[src/rtl/am2910_pkg.sv]
// -----------------------------------------------------------------------------
// am2910_pkg
// Shared definitions for the Am2910-style microprogram sequencer and the
// external micro-stack it drives:
//   opcode_e   : the sixteen microinstruction opcodes (JZ .. TWB)
//   stack_op_e : stack command encoding on stack_op (HOLD/PUSH/POP/RESET)
//   y_sel_e    : source selected onto the Y address bus
//   r_act_e    : action applied to the register/counter R at the clock edge
// -----------------------------------------------------------------------------
package am2910_pkg;

    typedef enum logic [3:0] {
        OP_JZ   = 4'd0,
        OP_CJS  = 4'd1,
        OP_JMAP = 4'd2,
        OP_CJP  = 4'd3,
        OP_PUSH = 4'd4,
        OP_JSRP = 4'd5,
        OP_CJV  = 4'd6,
        OP_JRP  = 4'd7,
        OP_RFCT = 4'd8,
        OP_RPCT = 4'd9,
        OP_CRTN = 4'd10,
        OP_CJPP = 4'd11,
        OP_LDCT = 4'd12,
        OP_LOOP = 4'd13,
        OP_CONT = 4'd14,
        OP_TWB  = 4'd15
    } opcode_e;

    typedef enum logic [1:0] {
        STACK_HOLD  = 2'b00,
        STACK_PUSH  = 2'b01,
        STACK_POP   = 2'b10,
        STACK_RESET = 2'b11
    } stack_op_e;

    typedef enum logic [2:0] {
        Y_ZERO = 3'd0,
        Y_D    = 3'd1,
        Y_UPC  = 3'd2,
        Y_R    = 3'd3,
        Y_F    = 3'd4
    } y_sel_e;

    typedef enum logic [1:0] {
        R_HOLD = 2'd0,
        R_LOAD = 2'd1,
        R_DEC  = 2'd2
    } r_act_e;

endpackage

[src/rtl/am2910_idecode.sv]
// -----------------------------------------------------------------------------
// am2910_idecode
// Purely combinational instruction decoder for the sequencer. Given the
// opcode, the resolved condition and the R-is-zero flag it selects the Y
// source, the stack command, the R action and the three source strobes.
// Ports:
//   i       in  [3:0]  opcode
//   pass    in         condition passes (ccen_n | ~cc_n)
//   rz      in         register/counter R equals zero (pre-edge value)
//   y_sel   out        Y source select
//   stack_op out       stack command
//   r_act   out        R action
//   pl_n, map_n, vect_n out  source-enable strobes, exactly one low
// -----------------------------------------------------------------------------
module am2910_idecode
    import am2910_pkg::*;
(
    input  logic [3:0] i,
    input  logic       pass,
    input  logic       rz,
    output y_sel_e     y_sel,
    output stack_op_e  stack_op,
    output r_act_e     r_act,
    output logic       pl_n,
    output logic       map_n,
    output logic       vect_n
);

    always_comb begin
        // NOTE: every output gets a default before the case so no path can
        // leave one unassigned, which would otherwise infer a latch.
        y_sel    = Y_UPC;
        stack_op = STACK_HOLD;
        r_act    = R_HOLD;
        pl_n     = 1'b0;
        map_n    = 1'b1;
        vect_n   = 1'b1;

        case (opcode_e'(i))
            OP_JZ: begin
                y_sel    = Y_ZERO;
                stack_op = STACK_RESET;
            end
            OP_CJS: begin
                if (pass) begin
                    y_sel    = Y_D;
                    stack_op = STACK_PUSH;
                end
            end
            OP_JMAP: begin
                y_sel = Y_D;
                pl_n  = 1'b1;
                map_n = 1'b0;
            end
            OP_CJP: begin
                if (pass) y_sel = Y_D;
            end
            OP_PUSH: begin
                stack_op = STACK_PUSH;
                if (pass) r_act = R_LOAD;
            end
            OP_JSRP: begin
                stack_op = STACK_PUSH;
                y_sel    = pass ? Y_D : Y_R;
            end
            OP_CJV: begin
                if (pass) y_sel = Y_D;
                pl_n   = 1'b1;
                vect_n = 1'b0;
            end
            OP_JRP: begin
                y_sel = pass ? Y_D : Y_R;
            end
            OP_RFCT: begin
                if (!rz) begin
                    y_sel = Y_F;
                    r_act = R_DEC;
                end else begin
                    stack_op = STACK_POP;
                end
            end
            OP_RPCT: begin
                if (!rz) begin
                    y_sel = Y_D;
                    r_act = R_DEC;
                end
            end
            OP_CRTN: begin
                if (pass) begin
                    y_sel    = Y_F;
                    stack_op = STACK_POP;
                end
            end
            OP_CJPP: begin
                if (pass) begin
                    y_sel    = Y_D;
                    stack_op = STACK_POP;
                end
            end
            OP_LDCT: begin
                r_act = R_LOAD;
            end
            OP_LOOP: begin
                if (pass) stack_op = STACK_POP;
                else      y_sel    = Y_F;
            end
            OP_CONT: begin
                y_sel = Y_UPC;
            end
            OP_TWB: begin
                // Three-way branch: pass exits the loop, otherwise keep
                // looping to F while counting R down, and fall out to D
                // once R is exhausted.
                if (pass) begin
                    stack_op = STACK_POP;
                end else if (!rz) begin
                    y_sel = Y_F;
                    r_act = R_DEC;
                end else begin
                    y_sel    = Y_D;
                    stack_op = STACK_POP;
                end
            end
            default: begin
                y_sel = Y_UPC;
            end
        endcase
    end

endmodule

[src/rtl/am2910_sequencer.sv]
// -----------------------------------------------------------------------------
// am2910_sequencer
// Am2910-style microprogram sequencer. Holds the microprogram counter (uPC)
// and the register/counter R, drives the next microaddress Y combinationally
// and commands an external stack.
// Optional feature: define AM2910_RLD_EN to add the rld_n port, which forces
// R <= D on any cycle regardless of opcode.
// Ports:
//   clk          in          rising-edge clock
//   rst          in          synchronous active-high reset
//   i            in  [3:0]   opcode
//   cc_n         in          condition code, low = true
//   ccen_n       in          condition enable, high forces pass
//   ci           in          carry-in to the uPC incrementer
//   rld_n        in          R load override, active low (AM2910_RLD_EN only)
//   d            in  [AW-1:0] direct branch / load data
//   y            out [AW-1:0] next microaddress
//   pl_n, map_n, vect_n out  source-enable strobes
//   stack_op     out [1:0]   stack command
//   stack_din    out [AW-1:0] push data (uPC)
//   stack_dout   in  [AW-1:0] top of stack F
//   stack_full_n in          stack full flag
//   full_n       out         stack full flag, passed through
// -----------------------------------------------------------------------------
module am2910_sequencer
    import am2910_pkg::*;
#(
    parameter int AW = 12
) (
    input  logic          clk,
    input  logic          rst,
    input  logic [3:0]    i,
    input  logic          cc_n,
    input  logic          ccen_n,
    input  logic          ci,
`ifdef AM2910_RLD_EN
    input  logic          rld_n,
`endif
    input  logic [AW-1:0] d,
    output logic [AW-1:0] y,
    output logic          pl_n,
    output logic          map_n,
    output logic          vect_n,
    output logic [1:0]    stack_op,
    output logic [AW-1:0] stack_din,
    input  logic [AW-1:0] stack_dout,
    input  logic          stack_full_n,
    output logic          full_n
);

    logic [AW-1:0] upc;
    logic [AW-1:0] r;

    logic      pass;
    logic      rz;
    y_sel_e    dec_y_sel;
    stack_op_e dec_stack_op;
    r_act_e    dec_r_act;
    logic      dec_pl_n;
    logic      dec_map_n;
    logic      dec_vect_n;

    assign pass = ccen_n | ~cc_n;
    assign rz   = (r == '0);

    am2910_idecode u_idecode (
        .i        (i),
        .pass     (pass),
        .rz       (rz),
        .y_sel    (dec_y_sel),
        .stack_op (dec_stack_op),
        .r_act    (dec_r_act),
        .pl_n     (dec_pl_n),
        .map_n    (dec_map_n),
        .vect_n   (dec_vect_n)
    );

    // Reset overrides the decoded outputs in the same cycle, not just at
    // the clock edge, so the stack sees RESET while rst is high.
    always_comb begin
        y = '0;
        if (!rst) begin
            case (dec_y_sel)
                Y_ZERO:  y = '0;
                Y_D:     y = d;
                Y_UPC:   y = upc;
                Y_R:     y = r;
                Y_F:     y = stack_dout;
                default: y = '0;
            endcase
        end
    end

    assign stack_op  = rst ? STACK_RESET : dec_stack_op;
    assign pl_n      = rst ? 1'b1 : dec_pl_n;
    assign map_n     = rst ? 1'b1 : dec_map_n;
    assign vect_n    = rst ? 1'b1 : dec_vect_n;
    assign stack_din = upc;
    assign full_n    = stack_full_n;

    // NOTE: registers update with non-blocking assignments so every
    // always_ff reads the pre-edge values of upc and r.
    always_ff @(posedge clk) begin
        // NOTE: only these two architectural registers are reset; the
        // decode path is combinational and needs no state clearing.
        if (rst) begin
            upc <= '0;
            r   <= '0;
        end else begin
            // Incrementer wraps modulo 2^AW.
            upc <= y + {{(AW-1){1'b0}}, ci};
`ifdef AM2910_RLD_EN
            if (!rld_n) begin
                r <= d;
            end else
`endif
            begin
                case (dec_r_act)
                    R_LOAD:  r <= d;
                    R_DEC:   r <= r - AW'(1);
                    default: r <= r;
                endcase
            end
        end
    end

endmodule

[config.mk]
export PLATFORM = sky130hd
export DESIGN_NAME = am2910_sequencer
export DESIGN_NICKNAME = d
export VERILOG_FILES = /design/src/rtl/am2910_pkg.sv /design/src/rtl/am2910_idecode.sv /design/src/rtl/am2910_sequencer.sv
export SDC_FILE = /design/constraint.sdc
export NUM_CORES = 1
export LEC_CHECK = 0
export CORE_MARGIN = 4
export CORE_UTILIZATION = 40
export CTS_CLUSTER_SIZE = 14
export DETAILED_ROUTE_END_ITERATION = 8
export GPL_TIMING_DRIVEN = 0
export PLACE_DENSITY = 0.7
export SLEW_MARGIN = 0
export SYNTH_ARGS = -nofsm -noshare
export SYNTH_HDL_FRONTEND = slang
export SYNTH_HIERARCHICAL = 1
export SYNTH_SLANG_ARGS = --single-unit
[constraint.sdc]
create_clock -name clk -period 14 [get_ports clk]
set_clock_uncertainty 0.05 [all_clocks]
set_input_delay 2.8 -clock clk [delete_from_list [all_inputs] [get_ports clk]]
set_output_delay 2.8 -clock clk [all_outputs]
set_load 0.02 [all_outputs]
# --- After elaboration in Yosys (flattened, before gate mapping) ---
# Index checks and enable logic that the tools add are counted.
# W data, S select, Z words.
word_totals:
  regBits: 24
  latchBits: 0
  ram_bits: 0
  rom_bits: 0
  input_bits: 34
  output_inout_bits: 30
  wordCells: 62
  memories: 0
classes:
  n_addsub: 2
  multipliers: 0
  div: 0
  magnitude_cmp: 0
  n_eq_ne: 20
  shift: 0
  muxes: 27
  bitwise_logic: 2
  reduce_logical: 9
op_table:
  columns: ["op", "n"]
  rows:
  - ["$pmux W12 S4", 1]
  - ["$eq A4 B4 Y1 const B", 7]
  - ["$pmux W3 S9", 1]
  - ["$pmux W12 S2", 1]
  - ["$mux W2", 9]
  - ["$eq A4 B3 Y1 const B", 4]
  - ["$mux W3", 5]
  - ["$add A12 B1 Y12", 1]
  - ["$logic_not A12 Y1", 1]
  - ["$mux W12", 1]
  - ["$pmux W2 S6", 1]
  - ["$sub A12 B1 Y12 const B", 1]
  - ["$eq A4 B2 Y1 const B", 2]
  - ["$pmux W2 S4", 1]
  - ["$reduce_or A2 Y1", 4]
  - ["$mux W1", 7]
  - ["$eq A3 B2 Y1 const B", 2]
  - ["$eq A4 B1 Y1 const B", 1]
  - ["$logic_not A4 Y1", 1]
  - ["$reduce_or A4 Y1", 1]
  - ["$eq A3 B1 Y1 const B", 1]
  - ["$eq A3 B3 Y1 const B", 1]
  - ["$reduce_or A3 Y1", 1]
  - ["$eq A2 B1 Y1 const B", 1]
  - ["4 further kinds", 4]

# --- Logic depth before layout (Yosys ltp) ---
# Gate-level depths: netlist of run 1.
depth:
  ltp_word: 8
  mapped_depth: 21

# --- Hierarchy ---
# The synthesis of run 1 kept the hierarchy.
by_module_without_submodules:
  columns: ["module", "instances", "cells_per_inst", "area_per_inst_um2", "seq_area_each_um2"]
  rows:
  - ["am2910_sequencer", 1, 222, 1786.7, 480.5]
  - ["am2910_idecode", 1, 47, 337.8, 0.0]

# --- Worst setup path after synthesis of run 1 ---
# Ideal clock, no wire load.
synth_path:
  kind: "input port to output port"
  from: "input ccen_n"
  to: "output y[2]"
  t_arrival_ns: 4.878
  required_time_ns: 11.150
  path_slack_ns: 6.272
  stages: 11
  path_buffers: 3
  path_cell_list: "nand2b_1 -> buf_4 -> nand3b_1 -> a21oi_1 -> o31a_1 -> clkbuf_1 -> o21ba_2 -> o21bai_1 -> clkbuf_1 -> nand2b_1 -> inv_1"
synth_between:
  elab_chain_cells: 6
synth_rtl:
  columns: ["item", "line", "source"]
  rows:
  - ["start: declaration", "am2910_sequencer.sv:34", "input logic ccen_n,"]
  - ["$or A1 B1 Y1 *", "am2910_sequencer.sv:63", "assign pass = ccen_n | ~cc_n;"]
  - ["$mux W3, on equally long branches", "am2910_idecode.sv:114, am2910_idecode.sv:89, am2910_idecode.sv:104", null]
  - ["$pmux W3 S9 *", "am2910_idecode.sv:39", "case (opcode_e'(i))"]
  - ["net dec_y_sel[2]", "am2910_sequencer.sv:56", "y_sel_e dec_y_sel;"]
  - ["$eq A3 B3 Y1, or another cell as far along", "am2910_sequencer.sv:83", "case (dec_y_sel)"]
  - ["$pmux W12 S4 *", "am2910_sequencer.sv:83", null]
  - ["$mux W12 *", "am2910_sequencer.sv:82", "if (!rst) begin"]
  - ["end: declaration", "am2910_sequencer.sv:40", "output logic [AW-1:0] y,"]
# Mark *: on every way through the listed nets, which the timed path passes. The rest lies on a longest branch.

# --- Worst setup path in the final report of run 1 ---
layout_path:
  from: "input ccen_n"
  to: "output y[2]"
layout_between:
  elab_chain_cells: 6
layout_rtl:
  columns: ["item", "line", "source"]
  rows:
  - ["$or A1 B1 Y1 *", "am2910_sequencer.sv:63", null]
  - ["net pass", "am2910_sequencer.sv:54", "logic pass;"]
  - ["$mux W3, on equally long branches", "am2910_idecode.sv:114, am2910_idecode.sv:89, am2910_idecode.sv:104", null]
  - ["$pmux W3 S9 *", "am2910_idecode.sv:39", null]
  - ["net dec_y_sel[2]", "am2910_sequencer.sv:56", null]
  - ["$eq A3 B3 Y1, or another cell as far along", "am2910_sequencer.sv:83", null]
  - ["$pmux W12 S4 *", "am2910_sequencer.sv:83", null]
  - ["$mux W12 *", "am2910_sequencer.sv:82", null]
# Marks and branches as above.

==> flow_metrics.tcl, run 1 <==
set metrics [dict create \
    switch_pwr_mw 0.0878 \
    global_route.usage.met3_pct 3.44 \
    io-pin-count 64 \
    synth-warning-count 6 \
    grt_first_pass_wirelength_mm 10.6 \
    post_cts_resized 0 \
    detailedRoute.firstPassIterationCount 4 \
    synthToLayoutAreaGrowth_pct 34.8 \
    io_buffers 61 \
    post_syn_area_per_cell_um2 7.90 \
    switching_share_pct 37.4 \
    placedInstanceArea_um2 2820 \
    hold_viol_final 0 \
    critPathRequiredTime_ns 11.15 \
    result_of_the_run "finished, final reports clean" \
    period_utilization_pct 64.8 \
    synth-edff-count 0 \
    initial_core_utilization_pct 41.3 \
    drc_errors 0 \
    setup_total_negative_slack_ns 0 \
    synthesized_netlist_net_count 307 \
    power_report.internal_total_mw 0.147 \
    post_route_cells_drive_above_1_share_pct 14.1 \
    syn-cell-area_um2 2120 \
    worst_ir_drop_vdd_mv 0.0497 \
    layout.area.seq_um2 480 \
    cts_root_buffer "sky130_fd_sc_hd__clkbuf_8" \
    top_usage_layer "met2" \
    design.final.nets 373 \
    max_capacitance_violation_total 0 \
    worstPathMaxFanout 10 \
    setup_repair_after_global_routing_missed_its_margin "no" \
    synth_cell_type_count 62 \
    power_per_cell_area_nw_per_um2 82.1 \
    layout.core_utilization_pct 55.7 \
    grt_antenna_before_repair 0 \
    seq_power_share_pct 34.5 \
    core_area_um2 5140 \
    ctsHoldBuffers 0 \
    grtUsageMet1_pct 29.3 \
    slew_viol_final 0 \
    cell_count_after_synthesis 269 \
    post_drt_via_cell_ratio 5.58 \
    combPwrFrac_pct 47.9 \
    power_frac_clock_pct 17.6 \
    global_route.usage.met2_pct 32.3 \
    dr.first_iter.drc_count 234 \
    antenna_cells 0 \
    cts_made_buffers 3 \
    report.power.total_mw 0.235 \
    worst_skew_pair.late_latency_ns 0.27 \
    gpl.final_weighted_congestion 0.871 \
    achievable-frequency_mhz 110 \
    grt_util_all_layers_pct 20.5 \
    die-area_um2 6540 \
    final-setup-viol-count 0 \
    die_width_um 80.9 \
    num_vias 2249 \
    cellLeakagePower_nw 1.08 \
    startpoint_type "input pin" \
    dp_hpwl_mm 5.15 \
    wire_per_inst_um 16.5 \
    gr-total-overflow 0 \
    grt_max_degree 13 \
    timing.slew.headroom_pct 35.9 \
    cts_max_path_buffers 2 \
    period_minus_slack_ns 9.07 \
    cts.reportedPaths.clkPinSlew_ns 0.08 \
    worst_pin_slew_ns 0.954 \
    final_area_um2 2860 \
    antenna_left 0 \
    synth_async_sr_flop_share_pct 0 \
    clock_tree_from_tritoncts "done" \
    hold_path.class "reg2reg" \
    cts_sinks 24 \
    path_class "in2out" \
    ys_seq_elements 24 \
    grt_pass1_vias 2124 \
    post-cts-setup-buffer-count 0 \
    multi_input_area_um2 1450 \
    ys_seq_area_share_pct 22.6 \
    fp-row-count 26 \
    end_kind "output port" \
    routed_wl_mm 6.64 \
    htree_levels 1 \
    chipHeight_um 80.9 \
    yosys_most_used_dff "sky130_fd_sc_hd__dfxtp_1" \
    crit_arrival_ns 6.22 \
    filler_cell_count 509 \
]
synth_stat cells (all sizes together), types with 5 or more instances:
cell	number	area share, %
nor2	29	5.1
dfxtp	24	23
nand2	17	3.0
a21oi	16	3.8
buf	13	4.5
inv	12	2.1
nor2b	11	3.2
mux2	10	5.3
a211oi	9	3.4
o21ai	9	2.1
clkbuf	8	1.9
nand2b	6	1.8
nor4bb	6	2.8
or4	6	2.6
a31oi	5	1.5
a32oi	5	2.1
nor3	5	1.4
nor3b	5	2.0
o22ai	5	1.5
or2	5	1.5
xor2	5	2.1
final cells by class:
cell class	instances	area share (%)
Multi-Input combinational cell	211	50.7
Tap cell	70	3.06
Buffer	22	5.11
Inverter	12	1.57
Clock buffer	3	1.44
Sequential cell	24	16.8
Timing Repair Buffer	61	21.3
flip-flops by register name (all words and copies together), names as in the netlist:
signal,flops
r,12
stack_din,12
metrics by stage:
stage / setup slack (ns) / cells / hold WS (ns)
after floorplan: 6.27 / 269 / 0.437
after detailed placement: 4.98 / 400 / 0.506
final: 4.93 / 403 / 0.522
after global placement: 5.05 / 400 / 0.497
after global routing: 4.70 / 403 / 0.551
after CTS: 4.97 / 403 / 0.517
critical path, cell delays in order:
cell	delay [ns]
sky130_fd_sc_hd__clkdlybuf4s50_1	0.39
sky130_fd_sc_hd__nand2b_1	0.14
sky130_fd_sc_hd__buf_4	0.17
sky130_fd_sc_hd__nand3b_1	0.18
sky130_fd_sc_hd__a21oi_1	0.14
sky130_fd_sc_hd__o31a_1	0.26
sky130_fd_sc_hd__clkbuf_1	0.35
sky130_fd_sc_hd__o21ba_2	0.21
sky130_fd_sc_hd__o21bai_1	0.32
sky130_fd_sc_hd__clkbuf_1	0.40
sky130_fd_sc_hd__nand2b_1	0.23
sky130_fd_sc_hd__inv_1	0.07
sky130_fd_sc_hd__clkdlybuf4s50_1	0.54
path summary, 6_finish.rpt:
check        startpoint             to  slack, ns  cells after the start
max reg2reg        r[0]  stack_din[11]       8.45                     18
max              ccen_n           y[2]       4.93                     13
min               r[11]          r[11]       0.52                      2
min reg2reg       r[11]          r[11]       0.52                      2
power groups by stage:
stage,clock network [mW],logic (mW),registers [mW]
6_report,0.0413,0.113,0.0812
5_1_grt,0.0447,0.122,0.0823
4_1_cts,0.0417,0.112,0.0809
3_5_place_dp,0,0.111,0.0825
3_3_place_gp,0,0.110,0.0825
2_1_floorplan,0,0.0722,0.0830
layer usage:
metal,routed length [µm],up-vias
li1,-,1125
met4,63,0
met3,392,5
met1,3090,1045
met5,0,-
met2,3090,74
kinds of logic (layout without fill, tap and decap cells):
| group | after synthesis | count (layout) | synth area share (%) |
|---|---|---|---|
| compound gates | 75 | 75 | 24.8 |
| xor+xnor | 8 | 8 | 3.30 |
| fa+ha+maj | 4 | 4 | 2.36 |
| buf+inv | 34 | 98 | 9.01 |
| flops | 24 | 24 | 22.6 |
| mux | 11 | 11 | 5.77 |
| simple gates | 113 | 113 | 32.2 |
layout by cell type, fill, tap and decap left out, types with 5 or more instances in the layout:
cell,synthesis,layout
sky130_fd_sc_hd__or2_2,5,5
sky130_fd_sc_hd__nand2_1,17,17
sky130_fd_sc_hd__mux2_2,10,10
sky130_fd_sc_hd__buf_4,7,7
sky130_fd_sc_hd__clkdlybuf4s50_1,0,61
sky130_fd_sc_hd__a21oi_1,16,16
sky130_fd_sc_hd__nand2b_1,6,6
sky130_fd_sc_hd__nor4bb_1,6,6
sky130_fd_sc_hd__o22ai_1,5,5
sky130_fd_sc_hd__inv_1,12,12
sky130_fd_sc_hd__nor2_1,29,29
sky130_fd_sc_hd__dfxtp_1,24,24
sky130_fd_sc_hd__xor2_1,5,5
sky130_fd_sc_hd__o21ai_0,8,8
sky130_fd_sc_hd__a211oi_1,8,8
sky130_fd_sc_hd__nor2b_1,11,11
sky130_fd_sc_hd__clkbuf_1,7,7
sky130_fd_sc_hd__a31oi_1,5,5
sky130_fd_sc_hd__a32oi_1,5,5
Power figures use the tool's default switching activity.
==> run 2: changes to the inputs <==
Clock period 14 ns to 8.4 ns, I/O delays scaled along.
==> results of run 2 <==
Same layout as run 1 (identical final DEF). Status: finished, final reports clean.
Among the figures that moved: setup slack after placement 4.98 ns -> 1.62 ns; setup slack after layout 4.93 ns -> 1.52 ns; start point of the critical path ccen_n -> r[0]; register-to-register setup slack 8.45 ns -> 2.85 ns; total power 0.235 mW -> 0.392 mW; worst IR drop on VDD 0.0497 mV -> 0.0829 mV
==> run 3: changes to the inputs <==
Clock period 8.4 ns to 7.15 ns, I/O delays scaled along.
==> results of run 3 <==
Same layout as run 1 (identical final DEF). Status: finished, final reports clean.
Among the figures that moved: setup slack after placement 4.98 ns -> 0.867 ns; setup slack after layout 4.93 ns -> 0.517 ns; start point of the critical path ccen_n -> r[0]; register-to-register setup slack 8.45 ns -> 1.60 ns; total power 0.235 mW -> 0.460 mW; worst IR drop on VDD 0.0497 mV -> 0.0974 mV
